[src/rtl/ir_pkg.sv]
// ir_pkg: receiver FSM states and frame timing in units, shared
// with ir_transmitter; helpers derive the accepted length window.
package ir_pkg;

  typedef enum logic [2:0] {
    IDLE,
    START_MARK,
    START_SPACE,
    BIT_MARK,
    BIT_SPACE,
    STOP_MARK,
    WAIT_IDLE
  } ir_state_t;

  localparam int START_MARK_UNITS  = 16;
  localparam int START_SPACE_UNITS = 8;
  localparam int BIT_MARK_UNITS    = 1;
  localparam int ZERO_SPACE_UNITS  = 1;
  localparam int ONE_SPACE_UNITS   = 3;
  localparam int STOP_MARK_UNITS   = 1;
  localparam int SAT_UNITS         = 20;
  localparam int IDLE_UNITS        = 8;

  // Segment of n units is accepted between 75% and 125%.
  function automatic int len_min(input int n, input int unit);
    return (3 * n * unit) / 4;
  endfunction

  function automatic int len_max(input int n, input int unit);
    return (5 * n * unit) / 4;
  endfunction

endpackage

[src/rtl/ir_rx_filter.sv]
// ir_rx_filter: 2-flop synchronizer plus glitch filter for the IR line.
// Ports: clk_in, rst_in (async high), signal_in (raw line),
// level (filtered), rise/fall (1-cycle pulses as level changes).
module ir_rx_filter #(
  parameter int FILTER_CYCLES = 16
) (
  input  logic clk_in,
  input  logic rst_in,
  input  logic signal_in,
  output logic level,
  output logic rise,
  output logic fall
);

  localparam int CW = $clog2(FILTER_CYCLES + 1);
  localparam logic [CW-1:0] LAST = CW'(FILTER_CYCLES - 1);

  logic [1:0]    sync;
  logic [CW-1:0] cnt;

  always_ff @(posedge clk_in or posedge rst_in) begin
    if (rst_in) begin
      sync  <= 2'b11;
      level <= 1'b1;
      cnt   <= '0;
      rise  <= 1'b0;
      fall  <= 1'b0;
    end else begin
      sync <= {sync[0], signal_in};
      rise <= 1'b0;
      fall <= 1'b0;
      if (sync[1] != level) begin
        if (cnt == LAST) begin
          level <= sync[1];
          rise  <= sync[1];
          fall  <= ~sync[1];
          cnt   <= '0;
        end else begin
          cnt <= cnt + 1'b1;
        end
      end else begin
        cnt <= '0;
      end
    end
  end

endmodule

[src/rtl/ir_receiver.sv]
// ir_receiver: pulse-distance IR frame decoder (start, LSB-first bits,
// stop). Ports: clk_in, rst_in (async high), signal_in (low = mark),
// data_out, data_valid_out, error_out, busy_out.
// Option: define IR_RX_PARITY_EN for a trailing even-parity bit.
module ir_receiver
  import ir_pkg::*;
#(
  parameter int MESSAGE_LENGTH = 5,
  parameter int UNIT_CYCLES    = 56250,
  parameter int FILTER_CYCLES  = 16
) (
  input  logic                      clk_in,
  input  logic                      rst_in,
  input  logic                      signal_in,
  output logic [MESSAGE_LENGTH-1:0] data_out,
  output logic                      data_valid_out,
  output logic                      error_out,
  output logic                      busy_out
);

  localparam int SAT_CYC = SAT_UNITS * UNIT_CYCLES;
  localparam int CW = $clog2(SAT_CYC + 1);
`ifdef IR_RX_PARITY_EN
  localparam int NB = MESSAGE_LENGTH + 1;
`else
  localparam int NB = MESSAGE_LENGTH;
`endif
  localparam int BW = $clog2(NB + 1);

  typedef logic [CW-1:0] cnt_t;

  localparam cnt_t SM_LO =
    cnt_t'(len_min(START_MARK_UNITS, UNIT_CYCLES));
  localparam cnt_t SM_HI =
    cnt_t'(len_max(START_MARK_UNITS, UNIT_CYCLES));
  localparam cnt_t SS_LO =
    cnt_t'(len_min(START_SPACE_UNITS, UNIT_CYCLES));
  localparam cnt_t SS_HI =
    cnt_t'(len_max(START_SPACE_UNITS, UNIT_CYCLES));
  localparam cnt_t BM_LO =
    cnt_t'(len_min(BIT_MARK_UNITS, UNIT_CYCLES));
  localparam cnt_t BM_HI =
    cnt_t'(len_max(BIT_MARK_UNITS, UNIT_CYCLES));
  localparam cnt_t PM_LO =
    cnt_t'(len_min(STOP_MARK_UNITS, UNIT_CYCLES));
  localparam cnt_t PM_HI =
    cnt_t'(len_max(STOP_MARK_UNITS, UNIT_CYCLES));
  localparam cnt_t B0_LO =
    cnt_t'(len_min(ZERO_SPACE_UNITS, UNIT_CYCLES));
  localparam cnt_t B0_HI =
    cnt_t'(len_max(ZERO_SPACE_UNITS, UNIT_CYCLES));
  localparam cnt_t B1_LO =
    cnt_t'(len_min(ONE_SPACE_UNITS, UNIT_CYCLES));
  localparam cnt_t B1_HI =
    cnt_t'(len_max(ONE_SPACE_UNITS, UNIT_CYCLES));
  localparam cnt_t SAT = cnt_t'(SAT_CYC);
  localparam cnt_t IDLE_LEN = cnt_t'(IDLE_UNITS * UNIT_CYCLES);
  localparam logic [BW-1:0] LAST_BIT = BW'(NB - 1);

  ir_state_t     state;
  cnt_t          seg_cnt;
  logic [NB-1:0] shreg;
  logic [BW-1:0] bit_cnt;
  logic          level;
  logic          rise;
  logic          fall;
  logic          any_edge;
  logic          sat;
  logic          ok_sm;
  logic          ok_ss;
  logic          ok_bm;
  logic          ok_pm;
  logic          ok_b0;
  logic          ok_b1;

  ir_rx_filter #(
    .FILTER_CYCLES(FILTER_CYCLES)
  ) u_filter (
    .clk_in   (clk_in),
    .rst_in   (rst_in),
    .signal_in(signal_in),
    .level    (level),
    .rise     (rise),
    .fall     (fall)
  );

  assign any_edge = rise | fall;
  assign sat   = (seg_cnt == SAT);
  assign ok_sm = (seg_cnt >= SM_LO) && (seg_cnt <= SM_HI);
  assign ok_ss = (seg_cnt >= SS_LO) && (seg_cnt <= SS_HI);
  assign ok_bm = (seg_cnt >= BM_LO) && (seg_cnt <= BM_HI);
  assign ok_pm = (seg_cnt >= PM_LO) && (seg_cnt <= PM_HI);
  assign ok_b0 = (seg_cnt >= B0_LO) && (seg_cnt <= B0_HI);
  assign ok_b1 = (seg_cnt >= B1_LO) && (seg_cnt <= B1_HI);

  // Restarts at 1 on an edge so that, when the next edge
  // arrives, it holds the exact length of the segment.
  always_ff @(posedge clk_in or posedge rst_in) begin
    if (rst_in) begin
      seg_cnt <= '0;
    end else if (any_edge) begin
      seg_cnt <= cnt_t'(1);
    end else if (!sat) begin
      seg_cnt <= seg_cnt + 1'b1;
    end
  end

  always_ff @(posedge clk_in or posedge rst_in) begin
    if (rst_in) begin
      state          <= IDLE;
      data_out       <= '0;
      data_valid_out <= 1'b0;
      error_out      <= 1'b0;
      busy_out       <= 1'b0;
      shreg          <= '0;
      bit_cnt        <= '0;
    end else begin
      data_valid_out <= 1'b0;
      error_out      <= 1'b0;
      unique case (state)
        IDLE: begin
          if (fall) begin
            state    <= START_MARK;
            busy_out <= 1'b1;
            bit_cnt  <= '0;
          end
        end
        START_MARK: begin
          if (rise && ok_sm) begin
            state <= START_SPACE;
          end else if (rise || sat) begin
            error_out <= 1'b1;
            state     <= WAIT_IDLE;
          end
        end
        START_SPACE: begin
          if (fall && ok_ss) begin
            state <= BIT_MARK;
          end else if (fall || sat) begin
            error_out <= 1'b1;
            state     <= WAIT_IDLE;
          end
        end
        BIT_MARK: begin
          if (rise && ok_bm) begin
            state <= BIT_SPACE;
          end else if (rise || sat) begin
            error_out <= 1'b1;
            state     <= WAIT_IDLE;
          end
        end
        BIT_SPACE: begin
          if (fall && (ok_b0 || ok_b1)) begin
            // LSB arrives first, so shift in from the top.
            shreg <= {ok_b1, shreg[NB-1:1]};
            if (bit_cnt == LAST_BIT) begin
              state <= STOP_MARK;
            end else begin
              bit_cnt <= bit_cnt + 1'b1;
              state   <= BIT_MARK;
            end
          end else if (fall || sat) begin
            error_out <= 1'b1;
            state     <= WAIT_IDLE;
          end
        end
        STOP_MARK: begin
          if (rise && ok_pm) begin
            state    <= IDLE;
            busy_out <= 1'b0;
`ifdef IR_RX_PARITY_EN
            if (^shreg) begin
              error_out <= 1'b1;
            end else begin
              data_out       <= shreg[MESSAGE_LENGTH-1:0];
              data_valid_out <= 1'b1;
            end
`else
            data_out       <= shreg;
            data_valid_out <= 1'b1;
`endif
          end else if (rise || sat) begin
            error_out <= 1'b1;
            state     <= WAIT_IDLE;
          end
        end
        WAIT_IDLE: begin
          // Any fall restarts seg_cnt, so this needs an
          // unbroken high stretch.
          if (level && !any_edge && seg_cnt >= IDLE_LEN) begin
            state    <= IDLE;
            busy_out <= 1'b0;
          end
        end
        default: begin
          state    <= IDLE;
          busy_out <= 1'b0;
        end
      endcase
    end
  end

endmodule
[config.mk]
export PLATFORM = sky130hd
export DESIGN_NAME = ir_receiver
export DESIGN_NICKNAME = d
export VERILOG_FILES = /design/src/rtl/ir_pkg.sv /design/src/rtl/ir_rx_filter.sv /design/src/rtl/ir_receiver.sv
export SDC_FILE = /design/constraint.sdc
export NUM_CORES = 1
export LEC_CHECK = 0
export BUFFER_PORTS_ARGS = -buffer_cell sky130_fd_sc_hd__buf_2
export CAP_MARGIN = 15
export CORE_AREA = 2 2 109 111
export DETAILED_ROUTE_END_ITERATION = 12
export DIE_AREA = 0 0 111 113
export PLACE_DENSITY = 0.46
export SLEW_MARGIN = 0
export SYNTH_ARGS = -nofsm -noshare
export SYNTH_HDL_FRONTEND = slang
export SYNTH_HIERARCHICAL = 1
export SYNTH_SLANG_ARGS = --single-unit
[constraint.sdc]
create_clock -name clk_in -period 3.2 [get_ports clk_in]
set_input_delay 0.48 -clock clk_in [delete_from_list [all_inputs] [get_ports clk_in]]
set_output_delay 0.48 -clock clk_in [all_outputs]
set_load 0.01 [all_outputs]
Word-level counts from Yosys, hierarchy flattened
Index checks and enable logic that the tools add are counted.

Register bits: 50. Input port bits: 3. Output and inout port bits: 8. Logic and storage cells: 104.

Add/sub/neg operators: 3. Order comparisons: 9. Eq/ne operators: 16. Muxes and demuxes: 36. Bitwise logic cells: 3. Reduce and logical (&&, ||, !) cells: 24.

Operators by type and width (number): 21-bit by 19-bit >= comparator with 1-bit output (second input constant) (2); 21-bit 2-to-1 mux (2); 3-bit 2-to-1 mux (13); 21-bit by 1-bit adder with 21-bit output (second input constant) (1); 21-bit == test (second input constant) (1); 21-bit by 16-bit >= comparator with 1-bit output (second input constant) (1); 21-bit by 17-bit >= comparator with 1-bit output (second input constant) (1); 21-bit by 20-bit >= comparator with 1-bit output (second input constant) (1); 21-bit by 17-bit <= comparator with 1-bit output (second input constant) (1); 21-bit by 18-bit <= comparator with 1-bit output (second input constant) (1); 21-bit by 20-bit <= comparator with 1-bit output (second input constant) (1); 21-bit <= comparator (second input constant) (1); 3-bit one-hot mux with 7 select lines (1); 1-bit 2-to-1 mux (15); 3-bit == test (second input constant) (4); 1-bit logical AND (10); 5-bit 2-to-1 mux (2); 2-bit != test (second input constant) (5); 1-bit one-hot mux with 4 select lines (2); 2-bit AND reduction (4); 4-bit AND reduction (2); 3-bit by 2-bit == test with 1-bit output (second input constant) (2); 3-bit one-hot mux with 2 select lines (1); 5-bit by 1-bit adder with 5-bit output (second input constant) (1); 13 further kinds (16).

Longest topological paths before layout
Gate-level depths: netlist of the first run.

Depth after elaboration: 6. Mapped depth: 9. Gate-level depth less buffers: 9.

By module
The synthesis of the first run kept the hierarchy.

By module, submodules not included: ir_receiver (instances 1, cells an instance 320, area an instance 2751.4 um^2, seq. area each 1001.0 um^2); ir_rx_filter (instances 1, cells an instance 27, area an instance 390.4 um^2, seq. area each 254.0 um^2).

Worst setup path before layout of the first run
Ideal clock, no wire load.

Path kind: reg2reg. Start: register seg_cnt[12]. End: register data_out[0]. Library setup time: 0.125 ns. Arrival: 2.312 ns. Data required time: 3.075 ns. Path slack: 0.763 ns. Stages on the path, launching flop included: 8. Path buffers: 2. Clock period less this slack: 2.437 ns. Cell sequence: dfrtp_1 -> clkbuf_1 -> or4_1 -> a2111oi_0 -> o22a_2 -> and4_1 -> buf_2 -> mux2_2.

Cells in the longest elaborated chain, start to end: 4. Elaborated cells between the ends (all ways): 5. Those cells by class: order compare (2); reduce/logical (3).

RTL lines: start, declared (line ir_receiver.sv:61) `cnt_t seg_cnt;`; start signal, assigned (line ir_receiver.sv:102) `seg_cnt <= cnt_t'(1);`; start signal, assigned (line ir_receiver.sv:104) `seg_cnt <= seg_cnt + 1'b1;`; 21-bit by 16-bit >= comparator with 1-bit output / 21-bit by 17-bit <= comparator with 1-bit output (equally long branches) (line ir_receiver.sv:92) `assign ok_pm = (seg_cnt >= PM_LO) && (seg_cnt <= PM_HI);`; 1-bit logical AND (*) (line ir_receiver.sv:92); 1-bit logical AND (*) (line ir_receiver.sv:168) `if (rise && ok_pm) begin`; 2-bit AND reduction (no source line) (*); end signal, assigned (line ir_receiver.sv:179) `data_out <= shreg;`; end, declared (line ir_receiver.sv:15) `output logic [MESSAGE_LENGTH-1:0] data_out,`.

Every way passes the cells marked *; elsewhere a longest branch is shown, timed or not. A chain may end at the register's enable or synchronous reset.

Final worst setup path of the first run
Start: register seg_cnt[10]. End: register data_out[3].

Same word-level chain as after synthesis.

==> impl_summary.txt, run 1 <==
----------------------------------------------------
[Power and ir drop]
  Power density over cell area ... 404 nW/um^2
  Static leakage ... between 1.5 and 2 nW
  Design Power ... 1.43 mW
  VDD IR max ... roughly 0.00024 V

[Synthesis]
  Register bit total from synthesis ... 50
  Count of warnings emitted by yosys ... 6
  Syn Nets ... about 360
  Share of flip-flops with an asynchronous set or reset ... 100%
  Number of distinct standard cells referenced by the synthesized netlist ... between 60 and 70
  Post-synthesis sequential area ratio ... between 30% and 40%
  Count of flip-flops with a built-in enable after synthesis ... 0
  Most common flop cell mapped by yosys ... sky130_fd_sc_hd__dfrtp_1
  Top cells by area, synth ... sky130_fd_sc_hd__dfrtp_1, sky130_fd_sc_hd__nor2_1, sky130_fd_sc_hd__xnor2_1
  Fraction of post-synthesis cell area in the top cell type by area ... 37.4%
  Syn_area_per_cell ... 9.05 sq um
  Post-Synthesis Cell Area ... about 3100 sq um
  Syn Inst Count ... ~350
  Post-synth top area cell ... sky130_fd_sc_hd__dfrtp_1

[STA]
  Hold Fails Final Rpt ... 0
  Slew HR ... between 50% and 60%
  Max frequency ... 370 MHz
  Post-route clock period utilization ... a little over four fifths
  Worst Skew ... roughly 0.0046 ns
  Minimum clock period ... around 2.7 ns
  Measured slew at the worst slew-check pin ... between 0.6 and 0.7 ns
  Setup slack after layout ... between 0.5 and 0.6 ns
  Worst hold slack ... ~0.17 ns
  Setup repair after global routing missed its margin ... false
  Fin. max-slew vios ... 0
  Sum of negative setup slack ... 0 ns
  Total of endpoints with negative setup slack in the final report ... 0

[Worst setup path]
  Worst R2R End ... data_out[3]$_DFFE_PP0P_
  Worst Path Required ... around 3.4 ns
  RR Startpoint ... seg_cnt[10]$_DFFE_PP0P_
  Worst setup slack for register-to-register paths ... roughly 0.5 ns
  Critical path type ... reg2reg
  Critical path data arrival time ... around 2.9 ns
  Startpoint type of the worst setup path ... register
  Crit path max fanout ... 12
  Worst Reg2Reg Path Length in Cells ... 6
  Setup crit end kind ... register

[Final layout]
  Commonest cells after routing, fill and taps aside ... sky130_fd_sc_hd__dfrtp_1, sky130_fd_sc_hd__nor2_1, sky130_fd_sc_hd__nand2_1
  Area added between synthesis and finish ... 12.6%
  Net count of the finished layout ... 360
  Fin util ... about a third
  Final instance area ... around 3500 sq um
  Most common cell after layout, fill and taps aside ... sky130_fd_sc_hd__dfrtp_1
  Post-layout instance count excluding filler cells ... just under 500
  Share of post-route cells with drive strength above 1 ... 17.0%
  Count of antenna diodes in the layout ... 0

[Clocking]
  Clock transition at the registers of the reported paths ... approximately 0.07 ns
  Number of clock sinks seen by CTS ... 50
  CTS tree ... done
  Clock Root Buffer ... sky130_fd_sc_hd__clkbuf_16
  Post-CTS setup buffers ... 0
  Hold-fix buffers at CTS ... 0
  Latest clock arrival within the worst-skew pair ... about 0.29 ns
  Number of gates resized after cts ... 0
  CTS buffer count ... 5
  Number of buffers on the longest clock path ... 2
  CTS HTree Levels ... 2

[Floorplanning]
  Chip height ... between 100 and 150 microns
  Die Footprint ... roughly 13000 sq um
  Starting utilization of the core area ... between 20% and 30%
  Die outline width ... between 100 and 150 microns
  Std-Cell Rows ... 39
  Number of ports placed on the die boundary ... 11
  Floorplan core area ... about 11000 sq um

[Place]
  Number of instances in the placed design ... slightly below 500
  Estimated wirelength of the detail-placed design ... between 5 and 6 mm
  Port-buffer cells ... 10
  Placer's final routability congestion estimate ... between 0.8 and 0.9
  Placement-stage cell area ... around 3400 sq um
  Pre-CTS WS ... just under 0.5 ns

[Run]
  Max-capacitance violation count ... 0

[Drt]
  Detailed-router iteration count before antenna repair ... 5
  Routed length per instance ... 15.7 microns
  Number of DRC violations after detailed-routing iteration 0 ... roughly 200
  Antenna-violating nets left ... 0
  Via density ... roughly 5.3
  DRC ... 0
  Via count ... approximately 2600
  Total detailed-routing wirelength ... 7.78 mm

[Global routing]
  Maximum number of pins on one net before global-route repair ... 23
  Antenna violations before repair ... 0
  GRT Util Overall ... about an eighth
  Final global-route overflow total ... 0
  Wire length of the first global-routing pass ... approximately 13 mm
  Number of global-route vias before repair ... between 2000 and 3000

[Worst hold path]
  Worst hold path class ... in2async

[Outcome]
  Result of the run ... finished clean

----------------------------------------------------
kinds of logic (layout without fill, tap and decap cells):
kind of cell               after synthesis  count (layout)  share of synthesized area, %
and+or+nand+nor                        161             161                          28.4
buffers and inverters                   41              46                          5.34
adders and majority gates                6               6                          2.39
xor gates and xnor gates                23              23                          6.41
DFF                                     50              50                          39.9
muxes                                   12              12                          4.34
AOI/OAI and AO/OA                       54              54                          13.2
worst max-delay path: stages, from the launching register on:
cell                        delay [ns]
sky130_fd_sc_hd__dfrtp_1          0.60
sky130_fd_sc_hd__nand2_1          0.10
sky130_fd_sc_hd__or4_1            0.42
sky130_fd_sc_hd__a2111oi_0        0.38
sky130_fd_sc_hd__o22a_2           0.32
sky130_fd_sc_hd__and4_1           0.39
sky130_fd_sc_hd__mux2_2           0.38
synth_stat cells, types with 7 or more instances:
library cell                n
sky130_fd_sc_hd__dfrtp_1   47
sky130_fd_sc_hd__nor2_1    44
sky130_fd_sc_hd__clkbuf_1  23
sky130_fd_sc_hd__nand2_1   23
sky130_fd_sc_hd__nand4_1   15
sky130_fd_sc_hd__nand3_1   14
sky130_fd_sc_hd__inv_1     12
sky130_fd_sc_hd__xnor2_1   12
sky130_fd_sc_hd__nor3_1    11
sky130_fd_sc_hd__xor2_1    11
sky130_fd_sc_hd__mux2_2     9
sky130_fd_sc_hd__nor4_1     9
sky130_fd_sc_hd__a21oi_1    8
sky130_fd_sc_hd__o21ai_0    8
sky130_fd_sc_hd__and3_1     7
sky130_fd_sc_hd__or3_1      7
worst max-delay path by stage:
stage	slack (ns)	startpoint	to
floorplan	0.76	seg_cnt[12]$_DFFE_PP0P_	data_out[0]$_DFFE_PP0P_
global placement	0.47	seg_cnt[11]$_DFFE_PP0P_	data_out[3]$_DFFE_PP0P_
detailed placement	0.49	seg_cnt[11]$_DFFE_PP0P_	data_out[3]$_DFFE_PP0P_
CTS	0.45	seg_cnt[10]$_DFFE_PP0P_	data_out[3]$_DFFE_PP0P_
global route	0.27	seg_cnt[2]$_DFFE_PP0P_	data_out[3]$_DFFE_PP0P_
finish	0.50	seg_cnt[10]$_DFFE_PP0P_	data_out[3]$_DFFE_PP0P_
power by group:
part / internal (mW) / switching, mW / leakage, nW
combinational: 0.0446 / 0.0727 / 0.933
sequential: 0.653 / 0.0448 / 0.672
clock: 0.371 / 0.243 / 0.0842
total: 1.07 / 0.361 / 1.69
per-layer routing:
layer	wire (microns)	vias to the layer above	GRT usage, %	part of all wire [%]
met4	38	0	3.75	0.49
met5	0	-	0	0
met3	315	2	2.20	4.1
met2	3640	62	20.7	47
li1	-	1261	-	-
met1	3780	1292	18.6	49
registers in the layout, indices dropped and copies added (netlist names):
| register | cells |
|---|---|
| data_valid_out | 1 |
| u_filter/level | 1 |
| u_filter/rise | 1 |
| shreg | 5 |
| bit_cnt | 3 |
| seg_cnt | 21 |
| u_filter/sync | 2 |
| error_out | 1 |
| busy_out | 1 |
| data_out | 5 |
| u_filter/fall | 1 |
| state | 3 |
| u_filter/cnt | 5 |
final cells by class:
| class | count | area (sq um) |
|---|---|---|
| flip-flops and latches | 50 | 1250 |
| multi-input cells | 256 | 1720 |
| repair buffers | 26 | 170 |
| clock inverters | 3 | 43.8 |
| well taps | 143 | 179 |
| inverters | 12 | 45.0 |
| clock buffers | 5 | 125 |
| fillers | 1189 | 7730 |
Power figures use the tool's default switching activity.
==> inputs of run 2 (changes only) <==
Settings changed: ABC_AREA set to 1, CORE_AREA 2 2 109 111 to 2 2 118 120, DIE_AREA 0 0 111 113 to 0 0 120 122, PLACE_DENSITY 0.46 to 0.47.
Clock period 3.2 ns to 2.4 ns, I/O delays scaled along.
==> impl_summary.txt, run 2 <==
----------------------------------------------------
[Outcome]
  Result of the run ... finished clean

[Worst setup path]
  Critical path type ... reg2reg
  Worst Path Buf+Inv ... 2 (+2)
  Worst Reg2Reg Path Length in Cells ... 11 (+5)
  Most Frequent Cell on Critical Path ... sky130_fd_sc_hd__nand2_1
  Worst R2R End ... state[2]$_DFFE_PP0P_
  RR Startpoint ... seg_cnt[13]$_DFFE_PP0P_
  Longest individual stage delay on the worst path ... 0.58 ns (-0.02 ns)
  Worst Path Required ... 2.56 ns (-0.82 ns)
  Crit path max fanout ... 11 (-1)
  Setup crit end kind ... register
  CP startpoint ... seg_cnt[13]$_DFFE_PP0P_
  Cell with the largest stage delay on the worst path ... sky130_fd_sc_hd__dfrtp_1
  Critical Path, Cell by Cell ... inv_1 > nor2_1 > nand2_1 > nor2_1 > nand4_1 > nand3_1 > nand3_1 > nand2_1 > nand2_1 > inv_1 > nand4_1
  Category of cells accounting for the largest share of critical-path delay ... simple AND/OR/NAND/NOR gates
  Critical path data arrival time ... 2.25 ns (-0.63 ns)
  Worst setup slack for register-to-register paths ... 0.30 ns (-0.20 ns)
  Startpoint type of the worst setup path ... register

[Drt]
  Post-route met1 wirelength ... 5.06 mm (+34%)
  Antenna-violating nets left ... 0 (unchanged)
  WL met2 ... 4.79 mm (+31%)
  Number of DRC violations after detailed-routing iteration 0 ... 215 (+10%)
  Via density ... 4.77 (-9.8%)
  Total detailed-routing wirelength ... 10.6 mm (+36%)
  DRC ... 0 (unchanged)
  Wire length on met3 ... 462 microns (+47%)
  Via count ... 3508 (+34%)
  Routed length per instance ... 14.4 microns (-8.4%)
  Highest layer used for signal routing ... met4
  Detailed-router iteration count before antenna repair ... 5 (unchanged)

[Global routing]
  GRT Util Overall ... 15.6% (+2.5 points)
  Number of global-route vias before repair ... 3418 (+31%)
  Antenna violations before repair ... 0 (unchanged)
  Final global-route overflow total ... 0 (unchanged)
  Maximum number of pins on one net before global-route repair ... 41 (+78%)
  Wire length of the first global-routing pass ... 18.0 mm (+34%)

[Floorplanning]
  Chip height ... 122 microns (+8.0%)
  Die Footprint ... 14600 sq um (+17%)
  Floorplan core area ... 13500 sq um (+20%)
  Die outline width ... 120 microns (+8.1%)
  Starting utilization of the core area ... 27.2% (-0.65 points)
  Std-Cell Rows ... 43 (+10%)
  Number of ports placed on the die boundary ... 11 (unchanged)

[Synthesis]
  Most frequent cell after synthesis ... sky130_fd_sc_hd__nand2_1
  Post-synthesis sequential area ratio ... 34.1% (-5.8 points)
  Register bit total from synthesis ... 50 (unchanged)
  Post-synth top cells ... sky130_fd_sc_hd__nand2_1, sky130_fd_sc_hd__nor2_1, sky130_fd_sc_hd__inv_1
  Post-Synthesis Cell Area ... 3680 sq um (+17%)
  Syn Nets ... 556 (+56%)
  Share of flip-flops with an asynchronous set or reset ... 100% (unchanged)
  Fraction of post-synthesis cell area in the top cell type by area ... 32.0% (-5.4 points)
  Count of flip-flops with a built-in enable after synthesis ... 0 (unchanged)
  Top cells by area, synth ... sky130_fd_sc_hd__dfrtp_1, sky130_fd_sc_hd__nand2_1, sky130_fd_sc_hd__nor2_1
  Syn_area_per_cell ... 6.72 sq um (-26%)
  Most common flop cell mapped by yosys ... sky130_fd_sc_hd__dfrtp_1
  Post-synth top area cell ... sky130_fd_sc_hd__dfrtp_1
  Number of distinct standard cells referenced by the synthesized netlist ... 37 (-42%)
  Syn Inst Count ... 547 (+58%)
  Count of warnings emitted by yosys ... 6 (unchanged)

[Place]
  Port-buffer cells ... 10 (unchanged)
  Estimated wirelength of the detail-placed design ... 8.39 mm (+49%)
  Placer's final routability congestion estimate ... 0.954 (+12%)
  Pre-CTS WS ... 0.210 ns (-0.277 ns)

[Final layout]
  Top register by number of flip-flops ... seg_cnt
  Commonest cells after routing, fill and taps aside ... sky130_fd_sc_hd__nand2_1, sky130_fd_sc_hd__nor2_1, sky130_fd_sc_hd__inv_1
  Share of post-route cells with drive strength above 1 ... 16.2% (-0.86 points)
  Multi-input combinational cell area ... 2040 sq um (+18%)
  Number of flip-flops under the largest register name ... 21 (unchanged)
  Most common cell after layout, fill and taps aside ... sky130_fd_sc_hd__nand2_1
  Storage cell area ... 1260 sq um (about the same)
  Fill count ... 1502 (+26%)
  Area added between synthesis and finish ... 10.1%
  Count of antenna diodes in the layout ... 0 (unchanged)
  Net count of the finished layout ... 564 (+57%)

[Power and ir drop]
  Static leakage ... 1.96 nW (+16%)
  Sw Pwr ... 0.512 mW (+42%)
  Share of total power consumed by net switching ... 27.6% (+2.4 points)
  Sequential share of power ... 50.1% (+1.3 points)
  Clk pwr share ... 40.8% (-2.1 points)
  Internal cell power ... 1.34 mW (+25%)
  Power density over cell area ... 458 nW/um^2 (+13%)
  Design Power ... 1.85 mW (+30%)
  Combinational share of power ... 9.1% (+0.9 points)
  VDD IR max ... 0.000242 V (+2.6%)

[STA]
  Sum of negative setup slack ... 0 ns (unchanged)
  Total of endpoints with negative setup slack in the final report ... 0 (unchanged)
  Minimum clock period ... 2.10 ns (-0.603 ns)
  Post-route clock period utilization ... 87.4% (+3.0 points)
  Worst hold slack ... 0.0449 ns (-0.127 ns)
  Setup repair after global routing missed its margin ... false
  Fin. max-slew vios ... 0 (unchanged)
  Setup slack after layout ... 0.303 ns (-0.197 ns)
  Measured slew at the worst slew-check pin ... 0.537 ns (-0.144 ns)
  Worst Skew ... 0.00334 ns (-0.00126 ns)
  Slew HR ... 64.2% (+9.9 points)
  Max frequency ... 477 MHz (+29%)
  Hold Fails Final Rpt ... 0 (unchanged)

[Clocking]
  Clock Root Buffer ... sky130_fd_sc_hd__clkbuf_16
  Number of clock sinks seen by CTS ... 50 (unchanged)
  Clock transition at the registers of the reported paths ... 0.07 ns (about the same)
  CTS HTree Levels ... 2 (unchanged)
  CTS buffer count ... 5 (unchanged)
  Number of buffers on the longest clock path ... 2 (unchanged)
  Latest clock arrival within the worst-skew pair ... 0.30 ns (about the same)
  CTS tree ... done

[Run]
  Max-capacitance violation count ... 0 (unchanged)

[Worst hold path]
  Worst hold path class ... in2async

----------------------------------------------------
run 2: changes by cell type after synthesis, moves of 18 or more:
cell                       before  now
sky130_fd_sc_hd__inv_1         12   59
sky130_fd_sc_hd__clkbuf_1      23    2
sky130_fd_sc_hd__nand2_2        0   18
sky130_fd_sc_hd__nand2_1       23  132
sky130_fd_sc_hd__nand3_1       14   40
sky130_fd_sc_hd__nor2_1        44   90
run 2: layout make-up:
class                   count  share of cell area [%]
repair buffers             17                    2.53
multi-input cells         409                    50.3
flip-flops and latches     50                    31.0
inverters                  72                    6.71
well taps                 180                    5.56
clock inverters             2                   0.402
clock buffers               6                    3.43
run 2: power groups by stage:
stage,logic [mW],clock network [mW],registers [mW]
after floorplan,0.154,0,0.906
after CTS,0.170,0.793,0.928
final,0.168,0.756,0.929
after global routing,0.195,0.819,0.934
after global placement,0.172,0,0.943
after detailed placement,0.169,0,0.945
run 2: metrics by stage:
step                std cells  cell area [sq um]  utilization, %
floorplan                 547               3680               -
global placement          728               3880            28.7
detailed placement        728               3880            28.7
CTS                       736               4040            29.9
global route              736               4050            30.0
finish                    736               4050            30.0
run 2: what timing repair did:
item	4_1_cts	5_1_grt
resized for setup	0	3
endpoints found under the setup margin	0	3
hold buffers	0	0
setup buffers	0	0
run 2: metal layers:
layer  global-route usage [%]  up-vias
li1                         -     1766
met1                     21.3     1632
met2                     25.1       90
met3                     2.43       20
met4                     5.59        0
met5                        0        -
run 2: how the worst max path moves through the flow:
stage                                  end  slack (ns)  cells past startpoint
detailed placement    state[0]$_DFFE_PP0P_        0.21                     14
floorplan             shreg[0]$_DFFE_PP0P_        0.77                     14
CTS                 bit_cnt[0]$_DFFE_PP0P_        0.21                     14
finish                state[2]$_DFFE_PP0P_        0.30                     11
global route        bit_cnt[1]$_DFFE_PP0P_        0.11                     14
global placement      state[2]$_DFFE_PP0P_        0.21                     11
run 2: cells by family after synthesis:
kind of cell / after synthesis / synth area share, %
AOI/OAI and AO/OA: 59 / 8.95
xor gates and xnor gates: 4 / 0.953
adders and majority gates: 6 / 2.04
buffers and inverters: 88 / 10.7
DFF: 50 / 34.1
and+or+nand+nor: 340 / 43.2
run 2: worst reg2reg max path: stages (launching register included):
cell and delay (ns):
sky130_fd_sc_hd__dfrtp_1 0.58, sky130_fd_sc_hd__inv_1 0.13, sky130_fd_sc_hd__nor2_1 0.28, sky130_fd_sc_hd__nand2_1 0.09, sky130_fd_sc_hd__nor2_1 0.24, sky130_fd_sc_hd__nand4_1 0.12, sky130_fd_sc_hd__nand3_1 0.11, sky130_fd_sc_hd__nand3_1 0.12
sky130_fd_sc_hd__nand2_1 0.08, sky130_fd_sc_hd__nand2_1 0.05, sky130_fd_sc_hd__inv_1 0.06, sky130_fd_sc_hd__nand4_1 0.10
